**src/rtl/fifo_spi_tx.sv**
```systemverilog
// ---------------------------------------------------------------------------
// fifo_spi_tx
//
// Drains bytes from the read port of the async FIFO and shifts them out as an
// SPI master (mode 0, MSB first). cs_n stays asserted across back-to-back
// bytes while the FIFO still holds data and enable is high, forming bursts.
//
// Frame sequence:
//   IDLE -> FETCH -> CAPTURE -> CS_SETUP -> SHIFT -> GAP -> CS_HOLD -> IDLE
//   A burst continues GAP -> FETCH -> CAPTURE -> SHIFT, skipping CS_SETUP.
//
// Parameters:
//   DATA_WIDTH  FIFO word width and SPI frame length in bits (>= 2)
//   CLK_DIV     clk cycles per SCLK half-period (1..255)
//   CNT_W       width of byte_count
//
// Ports:
//   clk         system clock, also the FIFO read clock
//   rst         asynchronous active-high reset
//   enable      permits new transfers (sampled in IDLE and GAP only)
//   fifo_empty  FIFO empty flag
//   fifo_dout   FIFO read data, valid one cycle after fifo_rd_en
//   fifo_rd_en  one-cycle FIFO read strobe
//   sclk        SPI clock, idles low
//   mosi        SPI data out
//   miso        SPI data in
//   cs_n        SPI chip select, active low
//   busy        high in every state except IDLE
//   rx_data     last received byte
//   rx_valid    one-cycle pulse when rx_data updates
//   byte_count  number of bytes fully transmitted (wraps)
//
// Build option:
//   SPI_RX_CAPTURE_EN  when defined, miso is shifted in on every sclk rising
//                      edge and presented on rx_data/rx_valid at the end of
//                      each byte. When undefined, miso is ignored and
//                      rx_data/rx_valid are tied to zero.
// ---------------------------------------------------------------------------
module fifo_spi_tx #(
    parameter int DATA_WIDTH = 8,
    parameter int CLK_DIV    = 4,
    parameter int CNT_W      = 16
) (
    input  logic                  clk,
    input  logic                  rst,
    input  logic                  enable,
    input  logic                  fifo_empty,
    input  logic [DATA_WIDTH-1:0] fifo_dout,
    output logic                  fifo_rd_en,
    output logic                  sclk,
    output logic                  mosi,
    input  logic                  miso,
    output logic                  cs_n,
    output logic                  busy,
    output logic [DATA_WIDTH-1:0] rx_data,
    output logic                  rx_valid,
    output logic [CNT_W-1:0]      byte_count
);

    localparam int BIT_W = (DATA_WIDTH > 1) ? $clog2(DATA_WIDTH) : 1;
    localparam logic [BIT_W-1:0] BIT_LAST   = BIT_W'(DATA_WIDTH - 1);
    localparam logic [7:0]       DIV_RELOAD = 8'(CLK_DIV - 1);

    typedef enum logic [2:0] {
        IDLE,
        FETCH,
        CAPTURE,
        CS_SETUP,
        SHIFT,
        GAP,
        CS_HOLD
    } state_t;

    state_t                  state;
    logic [7:0]              div_cnt;
    logic [BIT_W-1:0]        bit_cnt;
    logic [DATA_WIDTH-1:0]   tx_shift;

    logic div_done;
    logic byte_done;

    assign div_done  = (div_cnt == 8'd0);
    // Final high phase of the last bit has expired: sclk falls and the byte
    // is complete on this edge.
    assign byte_done = (state == SHIFT) && div_done && sclk && (bit_cnt == BIT_LAST);

    // NOTE: state and registered outputs are updated with non-blocking
    // assignments so every branch sees the pre-edge values of the others.
    always_ff @(posedge clk or posedge rst) begin
        if (rst) begin
            state      <= IDLE;
            div_cnt    <= DIV_RELOAD;
            bit_cnt    <= '0;
            tx_shift   <= '0;
            fifo_rd_en <= 1'b0;
            sclk       <= 1'b0;
            mosi       <= 1'b0;
            cs_n       <= 1'b1;
            busy       <= 1'b0;
            byte_count <= '0;
        end else begin
            // NOTE: strobe defaults low each cycle; only the IDLE/GAP -> FETCH
            // transition raises it, which guarantees a single-cycle pulse.
            fifo_rd_en <= 1'b0;

            case (state)
                IDLE: begin
                    if (enable && !fifo_empty) begin
                        state      <= FETCH;
                        fifo_rd_en <= 1'b1;
                        busy       <= 1'b1;
                        div_cnt    <= DIV_RELOAD;
                    end
                end

                FETCH: begin
                    state   <= CAPTURE;
                    div_cnt <= DIV_RELOAD;
                end

                CAPTURE: begin
                    // fifo_dout is valid now, one cycle after the read strobe.
                    tx_shift <= fifo_dout;
                    mosi     <= fifo_dout[DATA_WIDTH-1];
                    bit_cnt  <= '0;
                    div_cnt  <= DIV_RELOAD;
                    if (cs_n) begin
                        cs_n  <= 1'b0;
                        state <= CS_SETUP;
                    end else begin
                        state <= SHIFT;
                    end
                end

                CS_SETUP: begin
                    if (div_done) begin
                        state   <= SHIFT;
                        div_cnt <= DIV_RELOAD;
                    end else begin
                        div_cnt <= div_cnt - 1'b1;
                    end
                end

                SHIFT: begin
                    if (!div_done) begin
                        div_cnt <= div_cnt - 1'b1;
                    end else begin
                        div_cnt <= DIV_RELOAD;
                        if (!sclk) begin
                            sclk <= 1'b1;
                        end else begin
                            sclk <= 1'b0;
                            if (bit_cnt == BIT_LAST) begin
                                byte_count <= byte_count + 1'b1;
                                state      <= GAP;
                            end else begin
                                // Next bit appears on mosi together with the
                                // falling sclk edge, i.e. while sclk is low.
                                tx_shift <= {tx_shift[DATA_WIDTH-2:0], 1'b0};
                                mosi     <= tx_shift[DATA_WIDTH-2];
                                bit_cnt  <= bit_cnt + 1'b1;
                            end
                        end
                    end
                end

                GAP: begin
                    div_cnt <= DIV_RELOAD;
                    if (enable && !fifo_empty) begin
                        state      <= FETCH;
                        fifo_rd_en <= 1'b1;
                    end else begin
                        state <= CS_HOLD;
                    end
                end

                CS_HOLD: begin
                    if (div_done) begin
                        cs_n    <= 1'b1;
                        busy    <= 1'b0;
                        state   <= IDLE;
                        div_cnt <= DIV_RELOAD;
                    end else begin
                        div_cnt <= div_cnt - 1'b1;
                    end
                end

                default: begin
                    state <= IDLE;
                end
            endcase
        end
    end

`ifdef SPI_RX_CAPTURE_EN
    logic [DATA_WIDTH-1:0] rx_shift;
    logic                  sclk_rise;

    // sclk goes 0 -> 1 on this edge; mosi/miso have been stable for a full
    // low phase.
    assign sclk_rise = (state == SHIFT) && div_done && !sclk;

    always_ff @(posedge clk or posedge rst) begin
        if (rst) begin
            rx_shift <= '0;
            rx_data  <= '0;
            rx_valid <= 1'b0;
        end else begin
            rx_valid <= 1'b0;
            if (sclk_rise) begin
                rx_shift <= {rx_shift[DATA_WIDTH-2:0], miso};
            end
            if (byte_done) begin
                rx_data  <= rx_shift;
                rx_valid <= 1'b1;
            end
        end
    end
`else
    logic unused_miso;
    logic unused_byte_done;

    assign unused_miso      = miso;
    assign unused_byte_done = byte_done;
    assign rx_data          = '0;
    assign rx_valid         = 1'b0;
`endif

endmodule

```
**config.mk**
```make
export PLATFORM = sky130hd
export DESIGN_NAME = fifo_spi_tx
export DESIGN_NICKNAME = d
export VERILOG_FILES = /design/src/rtl/fifo_spi_tx.sv
export SDC_FILE = /design/constraint.sdc
export NUM_CORES = 1
export LEC_CHECK = 0
export CORE_MARGIN = 2
export CORE_UTILIZATION = 45
export CTS_BUF_LIST = sky130_fd_sc_hd__clkbuf_2 sky130_fd_sc_hd__clkbuf_4 sky130_fd_sc_hd__clkbuf_8
export CTS_CLUSTER_DIAMETER = 50
export DETAILED_ROUTE_END_ITERATION = 8
export PLACE_DENSITY = 0.82
export REMOVE_ABC_BUFFERS = 1
export SKIP_CTS_REPAIR_TIMING = 1
export SLEW_MARGIN = 20
export SYNTH_ARGS = -nofsm -noshare
export SYNTH_HDL_FRONTEND = slang
export SYNTH_SLANG_ARGS = --single-unit
```
**constraint.sdc**
```tcl
create_clock -name clk -period 1.81 [get_ports clk]
set_clock_uncertainty 0.1 [all_clocks]
set_input_delay 0.362 -clock clk [delete_from_list [all_inputs] [get_ports clk]]
set_output_delay 0.362 -clock clk [all_outputs]
set_load 0.01 [all_outputs]
```
# Word level (Yosys, flattened, before mapping)
# Cells that the tools add are included.
classes:
  addsub: 3
  eq_ne: 14
  n_mux: 32
  reduce_logical: 18
op_table:
  columns: ["operator", "n"]
  rows:
  - ["two-way mux 3 bit", 11]
  - ["case mux 8 bit (3 select lines)", 1]
  - ["two-way mux 7 bit", 3]
  - ["case mux 3 bit (7 select lines)", 1]
  - ["adder 16 x 1 -> 16 bit, second input constant", 1]
  - ["two-way mux 8 bit", 2]
  - ["case mux 7 bit (2 select lines)", 1]
  - ["equality test 3 bit, second input constant", 4]
  - ["inequality test 2 bit, second input constant", 6]
  - ["two-way mux 1 bit", 9]
  - ["logical NOT 8 bit", 1]
  - ["AND reduction 4 bit", 2]
  - ["subtractor 8 x 1 -> 8 bit, second input constant", 1]
  - ["equality test 3 x 2 -> 1 bit, second input constant", 2]
  - ["case mux 1 bit (2 select lines)", 3]
  - ["case mux 3 bit (2 select lines)", 1]
  - ["AND reduction 2 bit", 3]
  - ["AND reduction 6 bit", 1]
  - ["nonzero test 2 bit", 3]
  - ["OR reduction 3 bit", 2]
  - ["adder 3 x 1 -> 3 bit, second input constant", 1]
  - ["equality test 3 x 1 -> 1 bit, second input constant", 1]
  - ["logical NOT 3 bit", 1]
  - ["AND reduction 3 bit", 1]
  - ["5 further kinds", 5]
totals:
  reg_bits: 42
  output_inout_bits: 30

# Depth between registers and ports, before layout
logic_depth:
  ltp_word: 5
  ltp_mapped: 7
  depth_no_buf: 6

# Least setup slack after synthesis
# Ideal clock, no wire load.
synth_path:
  path_type: "reg-to-reg"
  startpoint: "register div_cnt[0]"
  endpoint: "register mosi"
  setup_time_ps: 125
  t_arrival_ps: 1756
  t_required_ps: 1585
  slack_ps: -171
  stages_incl_launch_ff: 7
  path_buffers: 0
  path_cell_list: "dfstp_2 inv_1 ha_1 nor3b_2 nand4_2 nand2_2 mux2_2"
synth_between:
  elab_chain_len: 3
synth_lines:
  columns: ["element", "line_no", "text"]
  rows:
  - ["from (decl)", "75", "logic [7:0] div_cnt;"]
  - ["from (signal assigned)", "140", "div_cnt <= div_cnt - 1'b1;"]
  - ["from (signal assigned)", "146", "div_cnt <= div_cnt - 1'b1;"]
  - ["from (signal assigned)", "184", "div_cnt <= div_cnt - 1'b1;"]
  - ["logical NOT 8 bit", "82", "assign div_done = (div_cnt == 8'd0);"]
  - ["inequality test 2 bit (no source line)", null, null]
  - ["AND reduction 4 bit (no source line)", null, null]
  - ["to (signal assigned)", "124", "mosi <= fifo_dout[DATA_WIDTH-1];"]
  - ["to (signal assigned)", "160", "mosi <= tx_shift[DATA_WIDTH-2];"]
  - ["to (decl)", "51", "output logic mosi,"]
# Every way passes these cells.
# A chain may end at the register's enable or synchronous reset.

# Worst setup path after layout
layout_path:
  startpoint: "register bit_cnt[0]"
  endpoint: "register byte_count[12]"
layout_between:
  elab_chain_len: 2
layout_lines:
  columns: ["element", "line_no", "text"]
  rows:
  - ["from (decl)", "76", "logic [BIT_W-1:0] bit_cnt;"]
  - ["from (signal assigned)", "161", "bit_cnt <= bit_cnt + 1'b1;"]
  - ["equality test 3 bit", "153", "if (bit_cnt == BIT_LAST) begin"]
  - ["AND reduction 4 bit (no source line)", null, null]
  - ["to (signal assigned)", "154", "byte_count <= byte_count + 1'b1;"]
  - ["to (decl)", "57", "output logic [CNT_W-1:0] byte_count"]
# Every way passes these cells.

==> flow_summary.yaml <==
run_status:
  status: "complete, but fails checks"
  violations: "negative setup slack"
logic_synthesis:
  post-synth-top-count-cell: "dfrtp_1"
  synth_fa_ha_area_share_pct: 2.643
  synth_edf_count: 0
  synth_area_um2: 2367
  synth_common_cells: "dfrtp_1 (39), xor2_1 (16), mux2_2 (15), o21ai_0 (15), nand2_1 (12)"
  ys_warn_count: 0
  synth_compound_area_share_pct: 11.84
  ys_seq_area_share_pct: 44.56
  ys_types: 56
  netlist_instances: 225
  synthXorXnorAreaFrac_pct: 6.290
  synth-seq-cells: 42
  synthMuxAreaShare_pct: 7.135
  synth.area.top_cells: "dfrtp_1 (41%), mux2_2 (7.1%), xor2_1 (5.9%), dfstp_2 (3.3%), o21ai_0 (3.2%)"
  ys.flop_type: "dfrtp_1"
  yosys.area.top_type_share_pct: 41.23
  synth.largest_area_cell: "dfrtp_1"
  synth_area_per_cell_um2: 10.52
  synth_top_family_by_area: "simple AND/OR/NAND/NOR gates"
  synth_simple_gate_area_share_pct: 21.88
  ys_async_sr_fraction_pct: 100.0
route:
  routed-wl-met3_um: 379
  ant_nets: 0
  via_count: 2114
  vias_per_cell: 5.534
  routed-wl-met2_um: 3026
  topRoutingLayerUsed: "met4"
  wirelength_um: 6265
  drc: 0
  first_iter_violations: 124
  avgRoutedWirePerCell_um: 16.40
  first_pass_iters: 4
  wirelength_met1_um: 2670
power_and_ir_drop:
  pwr-share-comb_pct: 55.0
  peakVddDrop_v: 0.0008552
  total_power_mw: 4.750
  p_int_mw: 2.966
  power.density_nw_per_um2: 1334
  p_sw_mw: 1.783
  p_seq_share_pct: 29.0
  power.share.clock_pct: 16.0
  leakage_nw: 1.649
  swShare_pct: 37.55
setup_path:
  end_kind: "flop"
  crit_path_max_fanout: 6
  cp.arrival_ns: 2.08
  worstSetupPathType: "flop to flop"
  cp.required_ns: 1.93
  startpoint_type: "flop"
finish:
  diodes: 0
  area_growth_pct: 50.37
  final_cell_area_um2: 3560
  multi_input_area_um2: 1489
  final_nets: 329
  drive_gt1_share_pct: 44.87
  seqCellArea_um2: 1060
  fillers: 343
timing:
  max_freq_mhz: 510.8
  period_needed_ns: 1.958
  hold_viol: 0
  fin_ws_ns: -0.1476
  min_period_over_period_pct: 108.2
  setup_viol: 25
  rsz0062_at_grt: "yes"
  whs_ns: 0.3103
  drv_slew: 0
global_routing:
  antenna_found_initial: 0
  track_usage_pct: 18.92
  overflow: 0
  grt_pass1_vias: 1887
  grt_max_degree: 43
  grt_pass1_wl_um: 8983
clocking:
  cts_root_buffer: "clkbuf_8"
  clk_path_buf_depth: 2
  cts_tree: "built"
  cts_sinks: 42
  cts.clk_slew.worst_paths_ns: 0.09
  insertion_delay_ns: 0.30
  htree_levels: 2
  cts_made_buffers: 5
floorplan:
  rows: 26
  die_w_um: 76.53
  initial_core_util_pct: 46.35
  core_um2: 5107
  dieArea_um2: 5857
  fp.dieH_um: 76.53
  pin_count: 43
placed_design:
  gp_congestion: 0.7871
  dp_hpwl_um: 3553
  port_buffers: 32
  placed_cell_area_um2: 2980
hold_path:
  min_path_type: "primary input to asynchronous set/reset pin"
run:
  cap_violations: 0
-- worst paths after layout --
path,end,start,slack (ns),depth (start not counted)
setup / recovery,byte_count[12],bit_cnt[0],-0.15,7
hold / removal,tx_shift[5],rst,0.31,3
setup reg to reg,byte_count[12],bit_cnt[0],-0.15,7
hold reg to reg,byte_count[15],byte_count[15],0.37,1
max in group asynchronous,div_cnt[0],rst,1.03,3
min in group clk,byte_count[15],byte_count[15],0.37,1
-- layer usage --
| metal | up-vias | global-route usage, % |
|---|---|---|
| li1 | 976 | - |
| met1 | 1039 | 26.07 |
| met2 | 80 | 29.12 |
| met3 | 19 | 4.265 |
| met4 | 0 | 7.273 |
| met5 | - | 0 |
-- cell families after synthesis --
| logic type | after synthesis |
|---|---|
| other cells | 1 |
| mux | 15 |
| xor+xnor | 17 |
| simple gates | 78 |
| flops | 42 |
| buf+inv | 23 |
| compound gates | 44 |
| fa+ha+maj | 5 |
-- placed cells by master (no fill, tap or decap), types with 5 or more instances in the layout --
| cell type | n |
|---|---|
| clkbuf_8 | 5 |
| a21oi_2 | 7 |
| dfrtp_1 | 35 |
| buf_6 | 13 |
| buf_4 | 39 |
| o21ai_1 | 6 |
| nand2_1 | 12 |
| nand3_1 | 9 |
| inv_1 | 6 |
| mux2_2 | 14 |
| xor2_1 | 15 |
| nor2_1 | 6 |
| o21ai_0 | 8 |
| clkdlybuf4s50_1 | 30 |
| conb_1 | 9 |
-- registers in the layout, summed over array words and instances, names as in the netlist --
| register | count |
|---|---|
| byte_count | 16 |
| div_cnt | 8 |
| tx_shift | 7 |
| bit_cnt | 3 |
| state | 3 |
| busy | 1 |
| cs_n | 1 |
| fifo_rd_en | 1 |
| mosi | 1 |
| sclk | 1 |
-- power by group through the flow --
stage	Clock [mW]	Sequential, mW	Combinational (mW)
2_1_floorplan	0	1.42	1.02
3_3_place_gp	0	1.35	1.78
3_5_place_dp	0	1.36	1.84
4_1_cts	0.767	1.35	1.86
5_1_grt	0.813	1.40	2.80
6_report	0.760	1.38	2.61
-- metrics by stage --
step                TNS [ns]  instances  utilization [%]  setup slack [ns]
floorplan             -2.143        218                -           -0.1707
global placement      -3.428        355            58.35           -0.2231
detailed placement    -4.740        355            58.35           -0.2940
CTS                   -4.181        363            60.49           -0.2183
global route          -4.118        382            69.70           -0.2571
finish                -1.794        382            69.70           -0.1476
-- final cells by class --
class,count,area share [%]
multi-input cells,169,41.83
flip-flops and latches,42,29.77
repair buffers,85,22.04
well taps,70,2.460
clock buffers,5,1.933
clock inverters,3,1.125
inverters,8,0.8436
-- worst max-delay path, cell delays in order, from the launching register on --
cell,delay (ns)
dfrtp_1,0.39
ha_2,0.22
ha_4,0.17
and4bb_2,0.29
nand4_4,0.16
buf_4,0.19
nor4_4,0.15
xor2_1,0.20
Note: power is estimated with default switching activity, not from simulation.
